[src/rtl/factorial_ctrl.sv]
// Moore controller that sequences the factorial datapath (count/product registers)
// through a go/done handshake, with an iteration guard against a stuck comparator.
module factorial_ctrl #(
    parameter int SIZE  = 4,
    parameter int MAX_N = 5
) (
    input  logic            i_clk,
    input  logic            i_rst,
    input  logic            i_go,
    input  logic [SIZE-1:0] i_n,
    input  logic            i_cnt_gt_1,
    input  logic            i_ovf,
    output logic            o_load_cnt,
    output logic            o_sel_cnt,
    output logic            o_load_reg,
    output logic            o_sel_reg,
    output logic            o_busy,
    output logic            o_done,
    output logic            o_err
);

    typedef enum logic [2:0] {
        IDLE,
        INIT,
        TEST,
        MULT,
        DONE,
        ERR
    } state_t;

    localparam logic [SIZE-1:0] MAX_N_L = SIZE'(MAX_N);

    state_t          r_state;
    state_t          w_nextState;
    logic [SIZE-1:0] r_iter;
    logic [SIZE-1:0] w_iterInc;

    assign w_iterInc = r_iter + SIZE'(1);

    // State register plus the guard counter, cleared on entry to the loop.
    always_ff @(posedge i_clk or posedge i_rst) begin
        if (i_rst) begin
            r_state <= IDLE;
            r_iter  <= '0;
        end else begin
            r_state <= w_nextState;
            if (r_state == INIT) begin
                r_iter <= '0;
            end else if (r_state == MULT) begin
                r_iter <= w_iterInc;
            end
        end
    end

    // Next-state logic; guard trips when this MULT would be the MAX_N-th one.
    always_comb begin
        w_nextState = r_state;
        case (r_state)
            IDLE: begin
                if (i_go) begin
                    w_nextState = (i_n > MAX_N_L) ? ERR : INIT;
                end
            end
            INIT: w_nextState = TEST;
            TEST: w_nextState = i_cnt_gt_1 ? MULT : DONE;
            MULT: begin
                if (i_ovf || (w_iterInc == MAX_N_L)) begin
                    w_nextState = ERR;
                end else begin
                    w_nextState = TEST;
                end
            end
            DONE: if (!i_go) w_nextState = IDLE;
            ERR:  if (!i_go) w_nextState = IDLE;
            default: w_nextState = IDLE;
        endcase
    end

    // Outputs depend on the registered state only, so reset clears them at once.
    always_comb begin
        o_load_cnt = 1'b0;
        o_sel_cnt  = 1'b0;
        o_load_reg = 1'b0;
        o_sel_reg  = 1'b0;
        o_busy     = 1'b0;
        o_done     = 1'b0;
        o_err      = 1'b0;
        case (r_state)
            INIT: begin
                o_load_cnt = 1'b1;
                o_load_reg = 1'b1;
                o_busy     = 1'b1;
            end
            TEST: o_busy = 1'b1;
            MULT: begin
                o_load_cnt = 1'b1;
                o_sel_cnt  = 1'b1;
                o_load_reg = 1'b1;
                o_sel_reg  = 1'b1;
                o_busy     = 1'b1;
            end
            DONE: o_done = 1'b1;
            ERR:  o_err  = 1'b1;
            default: ;
        endcase
    end

endmodule
[config.mk]
export PLATFORM = sky130hd
export DESIGN_NAME = factorial_ctrl
export DESIGN_NICKNAME = d
export VERILOG_FILES = /design/src/rtl/factorial_ctrl.sv
export SDC_FILE = /design/constraint.sdc
export NUM_CORES = 1
export LEC_CHECK = 0
export CAP_MARGIN = 40
export CORE_AREA = 5 5 42 44
export DETAILED_ROUTE_END_ITERATION = 7
export DIE_AREA = 0 0 47 49
export GPL_TIMING_DRIVEN = 0
export HOLD_SLACK_MARGIN = 0.12
export PLACE_DENSITY_LB_ADDON = 0.08
export SLEW_MARGIN = 20
export SYNTH_ARGS = -nofsm -noshare
export SYNTH_HDL_FRONTEND = slang
export SYNTH_SLANG_ARGS = --single-unit
export TNS_END_PERCENT = 5
[constraint.sdc]
create_clock -name i_clk -period 1.6 [get_ports i_clk]
set_input_delay 0.24 -clock i_clk [delete_from_list [all_inputs] [get_ports i_clk]]
set_output_delay 0.24 -clock i_clk [all_outputs]
set_load 0.01 [all_outputs]
==> load_flow_metrics.sql <==
INSERT INTO impl_metrics (metric_group, metric, value, unit) VALUES
('sta', 'setup-tns-final', '0', 'ps'),
('final_layout', 'finalNetCount', '91', ''),
('drt', 'detail_route.wirelength', '1.17', 'mm'),
('floorplan', 'dieArea', '2300', 'um2'),
('critical_path', 'crit_path_start_kind', 'flop', ''),
('critical_path', 'cp_top_delay_family', 'buffers and inverters', ''),
('yosys', 'yosys_warnings', '0', ''),
('critical_path', 'crit_path_end', 'o_load_cnt', ''),
('sta', 'rsz0062_at_grt', 'false', ''),
('grt', 'grt_start_max_net_pins', '11', ''),
('grt', 'grt-busiest-layer', 'met2', ''),
('grt', 'antenna_violations_before_repair', '0', ''),
('grt', 'number_of_global_route_vias_before_repair', '428', ''),
('grt', 'grt_use_met3', '2.21', '%'),
('final_layout', 'number_of_antenna_diodes', '0', ''),
('critical_path', 'cp_max_fo', '6', ''),
('drt', 'post_drt_antenna_nets', '0', ''),
('grt', 'grt_use_total', '12.0', '%'),
('place', 'routabilityCongestion', '0.777', ''),
('critical_path', 'worst-endpoint-arrival', '1280', 'ps'),
('critical_path', 'timing_worst_setup_path_type', 'reg -> out', ''),
('critical_path', 'rr_endpoint', 'r_state[1]', ''),
('sta', 'worst_slew_pin_slew', '289', 'ps'),
('drt', 'detail_route.wl_per_cell', '12.3', 'um'),
('power_and_ir_drop', 'power.switching_fraction', '41.9', '%'),
('drt', 'via_count', '472', ''),
('yosys', 'synth_top_cell_by_area', 'sky130_fd_sc_hd__dfrtp_1', ''),
('critical_path', 'reg2reg_slack', '190', 'ps'),
('sta', 'period_share', '94.7', '%'),
('final_layout', 'share_of_post_route_cells_with_drive_strength_above_1', '31.6', '%'),
('critical_path', 'r2r_start', 'r_iter[0]', ''),
('critical_path', 'cp_num_buf_inv', '4', ''),
('grt', 'first_pass_grt_wire_length', '1.97', 'mm'),
('sta', 'slew_headroom', '80.7', '%'),
('sta', 'timing.fmax', '660', 'MHz'),
('power_and_ir_drop', 'static-leakage-power', '0.318', 'nW'),
('floorplan', 'dieWidth', '47', 'um'),
('power_and_ir_drop', 'power.share.combinational', '57.0', '%'),
('drt', 'detailedRoute.firstPassIterationCount', '4', ''),
('outcome', 'run_status', 'finished clean', ''),
('yosys', 'syn-mean-instance-area', '8.35', 'um2'),
('yosys', 'synth-seq-area-share', '36.2', '%'),
('clock_network', 'clk_path_buf_depth', '2', ''),
('clock_network', 'clkSlewWorstSetupHoldPaths', '50', 'ps'),
('power_and_ir_drop', 'power.sequential.fraction', '28.6', '%'),
('final_layout', 'layout.cells.most_common', 'sky130_fd_sc_hd__clkdlybuf4s50_1', ''),
('clock_network', 'cts_num_sinks', '7', ''),
('floorplan', 'top_level_i_o_count', '16', ''),
('power_and_ir_drop', 'internal_power', '0.641', 'mW'),
('yosys', 'syn_inst', '58', ''),
('critical_path', 'critical_path_required', '1360', 'ps'),
('power_and_ir_drop', 'power.density', '1590', 'nW/um2'),
('power_and_ir_drop', 'p_sw', '0.462', 'mW'),
('critical_path', 'crit_chain', 'inv_2 -> nand2_4 -> inv_2 -> buf_4 -> clkdlybuf4s15_1', ''),
('critical_path', 'worst_setup_path_end_kind', 'output pin', ''),
('grt', 'globalRoute.totalOverflow', '0', ''),
('place', 'placement.io_buffers', '14', ''),
('drt', 'drt_drc_violations_left', '0', ''),
('drt', 'vias_per_cell', '4.97', ''),
('yosys', 'synthesis.nets', '69', ''),
('critical_path', 'worst_setup_path_start', 'r_state[2]', ''),
('clock_network', 'cts_root_buffer', 'sky130_fd_sc_hd__clkbuf_4', ''),
('final_layout', 'final_cell_mix', 'sky130_fd_sc_hd__clkdlybuf4s50_1 (7), sky130_fd_sc_hd__inv_1 (6), sky130_fd_sc_hd__a21oi_1 (6), sky130_fd_sc_hd__buf_4 (6), sky130_fd_sc_hd__dfrtp_1 (5)', ''),
('place', 'place.detailed.instances', '88', ''),
('yosys', 'post_synthesis_cell_area', '484', 'um2'),
('sta', 'timing.final.setup_violations', '0', ''),
('clock_network', 'insertion_delay_of_the_later_clocked_pin_in_the_worst_skew_pair', '250', 'ps'),
('drt', 'drt_iter0_markers', '9', ''),
('sta', 'timing_hold_violations_final', '0', ''),
('critical_path', 'crit_path_top_delay_cell', 'sky130_fd_sc_hd__dfrtp_1', ''),
('yosys', 'yosys-top-cells-area', 'sky130_fd_sc_hd__dfrtp_1 (36%), sky130_fd_sc_hd__a21oi_1 (6.2%), sky130_fd_sc_hd__inv_1 (6.2%), sky130_fd_sc_hd__ha_1 (5.2%), sky130_fd_sc_hd__nand2_1 (4.7%)', '');
## metal layers
metal  up-vias  share of wire (%)
met5         -                  0
met4         0                2.1
met3         4                7.6
met2        17                 48
met1       211                 43
li1        240                  -
## registers in the layout, indices dropped and copies added, names as in the netlist
name     cells
r_iter       4
r_state      3
## cell usage after synthesis, drive strengths merged
cell type / count
inv: 9
dfrtp: 7
a21oi: 6
nand2: 6
o21ai: 4
nand2b: 3
nor2: 3
o22ai: 3
a21boi: 2
buf: 2
ha: 2
a211o: 1
a31oi: 1
a41o: 1
and2: 1
and3: 1
clkbuf: 1
nand3: 1
nand4: 1
nor3: 1
nor3b: 1
o21a: 1
## through the flow
stage          setup WS [ps]  instance area, um2  util [%]  power, mW
2_1_floorplan            272                 484         -      0.656
3_3_place_gp            -382                 644      46.0      0.898
3_5_place_dp            -379                 644      46.0      0.894
4_1_cts                -65.8                 698      49.8       1.10
5_1_grt                 12.7                 692      49.4       1.22
6_report                84.5                 692      49.4       1.10
## final cells by class
type	count	area, um2	area share (%)
multi-input cells	39	267	38.5
flip-flops and latches	7	178	25.7
repair buffers	17	139	20.1
inverters	9	33.8	4.88
plain buffers	3	28.8	4.16
clock buffers	4	26.3	3.80
well taps	16	20.0	2.89
## power groups by stage
stage / clock (mW) / sequential [mW] / combinational, mW
finish: 0.159 / 0.315 / 0.628
global route: 0.185 / 0.328 / 0.703
CTS: 0.170 / 0.317 / 0.618
detailed placement: 0 / 0.313 / 0.581
global placement: 0 / 0.315 / 0.583
floorplan: 0 / 0.294 / 0.363
## worst min-delay path by stage
stage	startpoint	endpoint	slack [ps]	cells past startpoint
6_report	i_rst	r_iter[0]	230	2
5_1_grt	i_rst	r_iter[0]	250	2
4_1_cts	i_rst	r_iter[2]	230	2
3_5_place_dp	i_rst	r_iter[0]	510	2
3_3_place_gp	i_rst	r_iter[0]	490	2
2_1_floorplan	i_rst	r_iter[0]	40	1
## cell families after synthesis
group / count (synthesis) / synth area share [%]
AND/OR/NAND/NOR: 18 / 19.9
buffers and inverters: 12 / 10.9
flip-flops: 7 / 36.2
adder cells (fa/ha/maj): 2 / 5.17
AO/OA/AOI/OAI: 19 / 27.9
## what timing repair did
item                                    CTS  global route
hold buffers                              0             0
resized for setup                        17            10
pin swaps                                 1             0
buffers inserted                          2             1
endpoints found under the setup margin    7             5
(Power assumes the default switching activity.)
